==> src/rtl/array_ctrl_pkg.sv <==
// Shared defaults and state encoding for the array write controller.
package array_ctrl_pkg;

  localparam int unsigned ADDR_W_DEF = 12;
  localparam int unsigned DATA_W_DEF = 32;
  localparam int unsigned DEPTH_DEF  = 4096;

  typedef enum logic {
    INIT = 1'b0,
    RUN  = 1'b1
  } state_e;

endpackage

==> src/rtl/rr_arb2.sv <==
// Two-way round-robin arbiter: one-hot grant plus the pointer to use next cycle.
module rr_arb2 (
  input  logic [1:0] valid,
  input  logic       ptr,
  output logic [1:0] grant,
  output logic       ptr_next
);

  always_comb begin
    grant    = 2'b00;
    ptr_next = ptr;
    if (valid == 2'b11) begin
      grant = ptr ? 2'b10 : 2'b01;
    end else begin
      grant = valid;
    end
    // Pointer moves to the requester that was not served; idle cycles keep it.
    if (grant[0]) begin
      ptr_next = 1'b1;
    end else if (grant[1]) begin
      ptr_next = 1'b0;
    end
  end

endmodule

==> src/rtl/array_wr_ctrl.sv <==
// Array write-port controller: zero-fill sweep after reset/clear, then
// round-robin arbitrated writes from two requesters with registered outputs.
module array_wr_ctrl
  import array_ctrl_pkg::*;
#(
  parameter int unsigned ADDR_W = ADDR_W_DEF,
  parameter int unsigned DATA_W = DATA_W_DEF,
  parameter int unsigned DEPTH  = DEPTH_DEF
) (
  input  logic              clk,
  input  logic              rst,
  input  logic              req0_valid,
  output logic              req0_ready,
  input  logic [ADDR_W-1:0] req0_addr,
  input  logic [DATA_W-1:0] req0_data,
  input  logic              req1_valid,
  output logic              req1_ready,
  input  logic [ADDR_W-1:0] req1_addr,
  input  logic [DATA_W-1:0] req1_data,
  input  logic              clr_req,
  output logic              mem_we,
  output logic [ADDR_W-1:0] mem_addr,
  output logic [DATA_W-1:0] mem_wdata,
  output logic              init_done,
  output logic              busy
);

  localparam logic [ADDR_W-1:0] LastAddr = ADDR_W'(DEPTH - 1);
  localparam logic [ADDR_W-1:0] AddrOne  = {{(ADDR_W-1){1'b0}}, 1'b1};

  state_e            state_q, state_d;
  logic [ADDR_W-1:0] sweep_q, sweep_d;
  logic              ptr_q, ptr_d;
  logic              mem_we_q, mem_we_d;
  logic [ADDR_W-1:0] mem_addr_q, mem_addr_d;
  logic [DATA_W-1:0] mem_wdata_q, mem_wdata_d;
  logic [1:0]        arb_grant;
  logic              arb_ptr_next;

  rr_arb2 u_arb (
    .valid    ({req1_valid, req0_valid}),
    .ptr      (ptr_q),
    .grant    (arb_grant),
    .ptr_next (arb_ptr_next)
  );

  always_comb begin
    state_d     = state_q;
    sweep_d     = sweep_q;
    ptr_d       = ptr_q;
    mem_we_d    = 1'b0;
    mem_addr_d  = mem_addr_q;
    mem_wdata_d = mem_wdata_q;
    req0_ready  = 1'b0;
    req1_ready  = 1'b0;
    unique case (state_q)
      INIT: begin
        mem_we_d    = 1'b1;
        mem_addr_d  = sweep_q;
        mem_wdata_d = '0;
        sweep_d     = sweep_q + AddrOne;
        if (sweep_q == LastAddr) begin
          state_d = RUN;
        end
      end
      RUN: begin
        // A clear wins over any pending request; nobody is handshaken that cycle.
        if (clr_req) begin
          state_d = INIT;
          sweep_d = '0;
        end else begin
          req0_ready = arb_grant[0];
          req1_ready = arb_grant[1];
          ptr_d      = arb_ptr_next;
          if (|arb_grant) begin
            mem_we_d    = 1'b1;
            mem_addr_d  = arb_grant[1] ? req1_addr : req0_addr;
            mem_wdata_d = arb_grant[1] ? req1_data : req0_data;
          end
        end
      end
      default: state_d = INIT;
    endcase
    if (rst) begin
      req0_ready = 1'b0;
      req1_ready = 1'b0;
    end
  end

  always_ff @(posedge clk) begin
    if (rst) begin
      state_q     <= INIT;
      sweep_q     <= '0;
      ptr_q       <= 1'b0;
      mem_we_q    <= 1'b0;
      mem_addr_q  <= '0;
      mem_wdata_q <= '0;
    end else begin
      state_q     <= state_d;
      sweep_q     <= sweep_d;
      ptr_q       <= ptr_d;
      mem_we_q    <= mem_we_d;
      mem_addr_q  <= mem_addr_d;
      mem_wdata_q <= mem_wdata_d;
    end
  end

  assign mem_we    = mem_we_q;
  assign mem_addr  = mem_addr_q;
  assign mem_wdata = mem_wdata_q;
  assign init_done = (state_q == RUN);
  assign busy      = (state_q == INIT);

endmodule

==> config.mk <==
export PLATFORM = sky130hd
export DESIGN_NAME = array_wr_ctrl
export DESIGN_NICKNAME = d
export VERILOG_FILES = /design/src/rtl/array_ctrl_pkg.sv /design/src/rtl/rr_arb2.sv /design/src/rtl/array_wr_ctrl.sv
export SDC_FILE = /design/constraint.sdc
export NUM_CORES = 1
export LEC_CHECK = 0
export ABC_AREA = 0
export BUFFER_PORTS_ARGS = -buffer_cell sky130_fd_sc_hd__buf_2
export CORE_AREA = 2 2 71 101
export CTS_CLUSTER_SIZE = 8
export DETAILED_ROUTE_END_ITERATION = 10
export DIE_AREA = 0 0 73 103
export PLACE_DENSITY = 0.79
export SETUP_SLACK_MARGIN = 0.02
export SLEW_MARGIN = 20
export SYNTH_ARGS = -nofsm -noshare
export SYNTH_HDL_FRONTEND = slang
export SYNTH_HIERARCHICAL = 1
export SYNTH_SLANG_ARGS = --single-unit
==> constraint.sdc <==
create_clock -name clk -period 1.85 [get_ports clk]
set_input_delay 0.0925 -clock clk [delete_from_list [all_inputs] [get_ports clk]]
set_output_delay 0.0925 -clock clk [all_outputs]
set_load 0.01 [all_outputs]
==> reports/metrics.yaml, run 1 <==
critPathLaunch: "ptr_q"
portBuffers: 141
cp-endpoint: "mem_addr[4]"
synth_seq_cells: 59
path_buf_inv: 2
hold_viol_final: 0
fin_worst_skew_ps: 6.60
timing.rr.start: "ptr_q"
wire_per_inst_um: 15.4
rsz0062_at_grt: "false"
ff_latch_area_um2: 1180
detail-route-antenna-nets: 0
slew_violations: 0
core_area_um2: 6710
r2r.worst_path.cells: 6
ctsHoldBuffers: 0
grtUsageTotal_pct: 20.6
arrival_ps: 1930
drt_iter0_markers: 167
start_util_pct: 45.3
critical_path.max_fanout: 33
dp_slack_ps: 177
fin_ws_ps: 133
worst_slew_pin_slew_ps: 463
crit_chain: "inv_1, a21boi_4, buf_12, mux2_2, mux2i_1, o22ai_1"
path_clk_slew_ps: 60
setup_violations: 0
fmax_ghz: 0.582
path_depth: 6
setup.worst_path.class: "reg -> reg"
max_stage_delay_ps: 390
hold_depth: 3
dieHeight_um: 103
ys_types: 46
synthTopCellsByCount: "59 x dfxtp_1, 46 x mux2i_1, 42 x nor2_1"
cts_tree: "built"
p_leak_nw: 1.74
dp_hpwl_um: 5940
root_buffer: "clkbuf_8"
end_kind: "register"
ctsLongestPathBuffers: 2
place_congestion: 0.870
synth_most_common_cell: "dfxtp_1"
antenna_cells: 0
die_area_um2: 7520
hold_path.class: "in -> reg"
totalWireLength_um: 8080
async_flop_share_pct: 0
htree_levels: 3
drcViolationCount: 0
hold_ws_ps: 84.7
layout-drive-gt1-share_pct: 48.3
grt_max_degree: 35
cp.required_ps: 2070
drt_first_pass_iters: 4
clock_latency_ps: 340
cp_top_family: "multiplexers"
slowest_stage: "dfxtp_1"
synth_cells: 307
synth_area_leaders: "dfxtp_1 39%, mux2i_1 15%, a211oi_2 12%, nor2_1 5.2%, mux2_2 4.8%"
cts_buffers: 9
synth.top_cell.area_share_pct: 38.8
rows: 36
grt_pass1_vias: 2606
synth_edf_count: 0
vias: 2912
maxCapViolations: 0
yosysTopAreaCell: "dfxtp_1"
fillers: 555
viasPerCell: 5.55
relSlewSlack_pct: 69.1
area_delta_synth_final_pct: 33.6
fin_setup_tns_ps: 0
antenna_found_initial: 0
peakVddDrop_v: 0.000324
grt_first_pass_wirelength_um: 12000
design.portCount: 142
period_share_pct: 92.8
avgSynthCellArea_um2: 9.91
synth_area_um2: 3040
r2r_slack_ps: 130
ys.flop_type: "dfxtp_1"
start_kind: "register"
yosys_warnings: 6
powerDensity_nw_per_um2: 734
multiInputGateArea_um2: 1700
synth_nets: 401
grt-ovfl-total: 0
nets: 540
r2r_end: "mem_addr[4]"
utilization_pct: 60.6
ys_seq_area_share_pct: 38.8
die_x_um: 73
min_from: "rst"
outcome: "completed"
cts.sinks: 59
period_needed_ps: 1720
-- power by group --
| part | leakage, nW | internal [mW] | switching (mW) |
|---|---|---|---|
| clock | 0.109 | 0.818 | 0.473 |
| combinational | 1.16 | 0.197 | 0.195 |
| sequential | 0.477 | 1.29 | 0.0140 |
-- cells in the final DEF (no fill, tap or decap), types with 4 or more instances in the layout --
cell / instances
dfxtp_1: 59
o22ai_1: 11
buf_12: 4
nand2_1: 13
or3_1: 4
mux2i_1: 46
clkbuf_8: 11
buf_4: 9
nand3_1: 5
mux2_2: 13
a211oi_2: 29
nor2_1: 42
a21oi_1: 7
buf_2: 141
-- per-stage QoR --
| step | instance area, µm² | total power [mW] | instances |
|---|---|---|---|
| after detailed placement | 3840 | 1.72 | 511 |
| after CTS | 4060 | 3.01 | 525 |
| after global placement | 3840 | 1.71 | 511 |
| after floorplan | 3040 | 1.57 | 307 |
| after global routing | 4060 | 3.09 | 525 |
| final | 4060 | 2.98 | 525 |
-- sequential cells by signal, indices dropped and copies added (netlist names) --
| signal | count |
|---|---|
| mem_wdata | 32 |
| mem_addr | 12 |
| sweep_q | 12 |
| init_done | 1 |
| mem_we | 1 |
| ptr_q | 1 |
-- worst min path at each step --
stage	end	slack (ps)
after detailed placement	init_done	430
after CTS	init_done	70
after floorplan	req0_ready	230
final	init_done	80
after global routing	init_done	90
after global placement	init_done	420
-- cell type report --
type	instances	area share [%]
tap	76	2.34
timing repair buffer	155	21.3
inverter	3	0.277
clock inverter	2	1.48
clock buffer	12	3.82
sequential	59	29.1
multi-input combinational	218	41.7
-- layer usage --
| layer | up-vias | track usage [%] | share of wire (%) |
|---|---|---|---|
| li1 | 1408 | - | - |
| met1 | 1356 | 22.3 | 39 |
| met2 | 124 | 35.9 | 51 |
| met3 | 24 | 4.99 | 6.3 |
| met4 | 0 | 11.8 | 3.5 |
| met5 | - | 0 | 0 |
-- repair_timing --
item                       4_1_cts  5_1_grt
setup buffers                    0        0
hold endpoints to repair         0        0
gates resized for setup          0        1
setup endpoints to repair        0        1
-- worst min-delay path, cell delays in order --
cell    delay (ps)
buf_2          100
inv_2           70
o21a_1         100
-- cells by family (layout without fill, tap and decap cells) --
family / count (synthesis) / count (layout) / share of synthesized area (%)
simple gates: 88 / 88 / 13.9
compound gates: 70 / 70 / 20.9
mux: 59 / 59 / 20.0
flops: 59 / 59 / 38.8
buf+inv: 30 / 172 / 6.05
fa+ha+maj: 1 / 1 / 0.411
(Power assumes the default switching activity.)
==> inputs of run 2 (changes only) <==
--- a/config.mk
+++ b/config.mk
@@ -12,6 +12,7 @@
 export DETAILED_ROUTE_END_ITERATION = 10
 export DIE_AREA = 0 0 73 103
 export PLACE_DENSITY = 0.79
+export RECOVER_POWER = 100
 export SETUP_SLACK_MARGIN = 0.02
 export SLEW_MARGIN = 20
 export SYNTH_ARGS = -nofsm -noshare
==> run 2 against run 1 <==
  * Setup slack worse by 3.2 ps
  * Sequential share of layout area increased by 0.72 points
  * Critical path depth decreased by 2
  * Critical endpoint is now req0_ready
  * Highest routed layer unchanged
==> reports/metrics.yaml, run 2 (synthesis gave the netlist of run 1 again) <==
outcome: "completed"
timing.rr.start: "ptr_q"
pwr-share-seq_pct: 43.6
clock_latency_ps: 340
detail-route-antenna-nets: 0
grt_first_pass_wirelength_um: 12000
area_delta_synth_final_pct: 30.4
r2r_end: "mem_addr[4]"
die_x_um: 73
powerDensity_nw_per_um2: 751
setup.worst_path.class: "reg -> out"
ctsHoldBuffers: 0
maxCapViolations: 0
worst_slew_pin_slew_ps: 468
utilization_pct: 59.1
portBuffers: 141
grtUsageTotal_pct: 20.6
fin_worst_skew_ps: 7.11
antenna_cells: 0
rsz0062_at_grt: "false"
cts.sinks: 59
slew_violations: 0
cp.required_ps: 1760
final_common_cell: "buf_2"
place_inst: 511
relSlewSlack_pct: 68.8
period_needed_ps: 1720
root_buffer: "clkbuf_8"
p_leak_nw: 1.53
fin_setup_tns_ps: 0
r2r.worst_path.cells: 6
final_cells: 525
max_stage_delay_ps: 390
wire_per_inst_um: 15.6
antenna_found_initial: 0
nets: 540
fillers: 584
place_congestion: 0.870
start_util_pct: 45.3
slowest_stage: "dfxtp_1"
viasPerCell: 5.50
dieHeight_um: 103
cts_resized: 0
grt_max_degree: 35
fmax_ghz: 0.581
grt-ovfl-total: 0
critical_path.max_fanout: 7
cts_setup_buffers: 0
vias: 2887
drt_iter0_markers: 174
arrival_ps: 1630
layout_common_cells: "95 x buf_2, 59 x dfxtp_1, 49 x clkbuf_1"
die_area_um2: 7520
core_area_um2: 6710
path_clk_slew_ps: 60
layout-drive-gt1-share_pct: 36.3
min_from: "rst"
drcViolationCount: 0
p_int_mw: 2.30
p_comb_share_pct: 12.9
hold_depth: 3
hold_end: "init_done"
start_kind: "register"
power.switching_uw: 683
pwr-share-clk_pct: 43.5
fin_ws_ps: 130
ctsLongestPathBuffers: 2
dp_hpwl_um: 5940
crit_chain: "clkbuf_1, nand2_2, nor3b_1, buf_2"
cts_tree: "built"
drt_first_pass_iters: 5
setup_violations: 0
p_sw_share_pct: 22.9
peakVddDrop_v: 0.000329
dp_slack_ps: 177
grt_pass1_vias: 2606
hold_viol_final: 0
period_share_pct: 93.0
cts_buffers: 9
hold_path.class: "in -> reg"
design.portCount: 142
r2r_slack_ps: 140
largest_register_ffs: 32
totalWireLength_um: 8170
rows: 36
htree_levels: 3
end_kind: "output pin"
==> run 2: power groups by stage <==
stage	Clock, mW	Sequential, mW	Combinational (mW)
final	1.30	1.30	0.385
after global routing	1.36	1.30	0.422
after CTS	1.32	1.30	0.394
after detailed placement	0	1.33	0.391
after global placement	0	1.33	0.379
after floorplan	0	1.33	0.236
==> run 2: cell type report <==
class                   instances  area, µm²  area share [%]
inverters                       3       11.3           0.284
repair buffers                155        797            20.1
well taps                      76       95.1            2.40
clock inverters                 2       60.1            1.51
multi-input cells             218       1670            42.0
flip-flops and latches         59       1180            29.8
clock buffers                  12        155            3.91
==> run 2: per-layer routing <==
layer	vias up	global-route usage, %	wire [µm]	part of all wire, %
li1	1408	-	-	-
met1	1348	22.3	3200	39
met2	114	35.9	4190	51
met5	-	0	0	0
met3	17	4.99	581	7.1
met4	0	11.8	201	2.5
==> run 2: per-stage QoR <==
stage / instance area (µm²) / hold WS (ps) / total power, mW
after global placement: 3840 / 425 / 1.71
final: 3970 / 79.3 / 2.98
after CTS: 4060 / 70.6 / 3.01
after global routing: 3970 / 93.2 / 3.09
after floorplan: 3040 / 234 / 1.57
after detailed placement: 3840 / 427 / 1.72
==> run 2: critical path, delay by kind of cell, from the launching register on <==
family	cells	cell delay (ps)
and+or+nand+nor	2	450
DFF	1	390
buffers and inverters	2	450
==> run 2: worst max-delay path by stage <==
stage	startpoint	end	slack (ps)
floorplan	sweep_q[0]	sweep_q[10]	330
global placement	ptr_q	mem_addr[2]	270
detailed placement	ptr_q	mem_addr[4]	180
CTS	ptr_q	req1_ready	130
global route	ptr_q	mem_addr[9]	30
finish	init_done	req0_ready	130
==> inputs of run 3 (changes only) <==
--- a/config.mk
+++ b/config.mk
@@ -8,6 +8,7 @@
 export ABC_AREA = 0
 export BUFFER_PORTS_ARGS = -buffer_cell sky130_fd_sc_hd__buf_2
 export CORE_AREA = 2 2 71 101
+export CTS_BUF_LIST = sky130_fd_sc_hd__clkbuf_8 sky130_fd_sc_hd__clkbuf_16
 export CTS_CLUSTER_SIZE = 8
 export DETAILED_ROUTE_END_ITERATION = 10
 export DIE_AREA = 0 0 73 103
==> run 3 against run 2 <==
  * Final cell count did not move
  * Die area did not move
  * Count of clock-buffer cells in the layout down 1
  * Non-clock buffer count did not move
  * Clock skew barely moved
  * Largest cell class unchanged
  * Largest power group unchanged
==> reports/metrics.yaml, run 3 (synthesis gave the netlist of run 1 again) <==
peakVddDrop_v: 0.000325
setup.worst_path.class: "reg -> out"
dieHeight_um: 103
htree_levels: 3
cts.sinks: 59
path_buf_inv: 2
grtUsageMet2_pct: 35.9
antenna_found_initial: 0
final_cells: 525
crit_chain: "clkbuf_1, nand2_2, nor3b_1, buf_2"
slowest_stage: "dfxtp_1"
core_area_um2: 6710
ctsLongestPathBuffers: 2
grt_util_met1_pct: 22.3
grt_pass1_vias: 2606
rsz0062_at_grt: "false"
nets: 540
maxCapViolations: 0
dp_slack_ps: 177
cp_top_family: "simple AND/OR/NAND/NOR gates"
place_inst: 511
critical_path.max_fanout: 7
rows: 36
period_needed_ps: 1720
clock_latency_ps: 340
hold_path.class: "in -> reg"
grt-ovfl-total: 0
fin_worst_skew_ps: 6.90
viasPerCell: 5.49
totalWireLength_um: 8190
cts_tree: "built"
utilization_pct: 59.1
grtUsageTotal_pct: 20.6
drt_first_pass_iters: 4
vias: 2881
largest_register_ffs: 32
fin_ws_ps: 133
dp_hpwl_um: 5940
worst_slew_pin_slew_ps: 468
portBuffers: 141
start_kind: "register"
hold_viol_final: 0
ff_latch_area_um2: 1180
final_common_cell: "buf_2"
fmax_ghz: 0.583
p_leak_nw: 1.54
die_x_um: 73
period_share_pct: 92.8
die_area_um2: 7520
use_met3_pct: 4.99
grt_busiest_layer: "met2"
path_clk_slew_ps: 60
fin_setup_tns_ps: 0
layout-drive-gt1-share_pct: 36.3
drcViolationCount: 0
grt_max_degree: 35
antenna_cells: 0
cp.required_ps: 1760
setup_violations: 0
arrival_ps: 1620
cts_buffers: 9
place_congestion: 0.870
layout_common_cells: "95 x buf_2, 59 x dfxtp_1, 48 x clkbuf_1"
area_delta_synth_final_pct: 30.4
detail-route-antenna-nets: 0
slew_violations: 0
powerDensity_nw_per_um2: 750
fillers: 584
end_kind: "output pin"
grt_first_pass_wirelength_um: 12000
outcome: "completed"
start_util_pct: 45.3
root_buffer: "clkbuf_8"
design.portCount: 142
relSlewSlack_pct: 68.7
max_stage_delay_ps: 390
multiInputGateArea_um2: 1670
drt_iter0_markers: 173
wire_per_inst_um: 15.6
run 3: worst paths after layout:
check,cells past startpoint,startpoint,end,slack (ps)
max,4,init_done,req0_ready,130
min,3,rst,init_done,80
max reg2reg,6,ptr_q,mem_addr[4],140
min reg2reg,2,mem_wdata[24],mem_wdata[24],510
run 3: per-stage QoR:
step / power (mW) / hold slack [ps] / cell area, µm²
after global placement: 1.71 / 425 / 3840
after global routing: 3.08 / 93.2 / 3970
after CTS: 3.00 / 70.6 / 4060
after floorplan: 1.57 / 234 / 3040
after detailed placement: 1.72 / 427 / 3840
final: 2.98 / 82.4 / 3970
run 3: per-layer routing:
metal | up-vias | wire length, µm
met5 | - | 0
met4 | 0 | 153
met3 | 14 | 506
met2 | 100 | 4260
met1 | 1362 | 3270
li1 | 1405 | -
run 3: cell type report:
class                   count  share of cell area [%]
multi-input cells         218                    42.0
flip-flops and latches     59                    29.8
repair buffers            155                    20.1
clock buffers              11                    3.82
well taps                  76                    2.40
clock inverters             3                    1.61
inverters                   3                   0.284
run 3: worst register-to-register path, delay by kind of cell (launching register included):
family          cells  cell delay (ps)
compound gates      2              320
buf+inv             2              350
flops               1              390
mux                 2              540
run 3: timing repair:
item                       CTS  global route
resized for setup            0             1
buffers inserted             0             0
hold buffers                 0             0
hold endpoints to repair     0             0
setup endpoints to repair    0             1
run 3: power by group:
part / internal (mW) / switching (mW) / leakage, nW
Sequential: 1.29 / 0.0141 / 0.477
Clock: 0.812 / 0.478 / 0.113
Combinational: 0.194 / 0.191 / 0.947
Total: 2.29 / 0.683 / 1.54
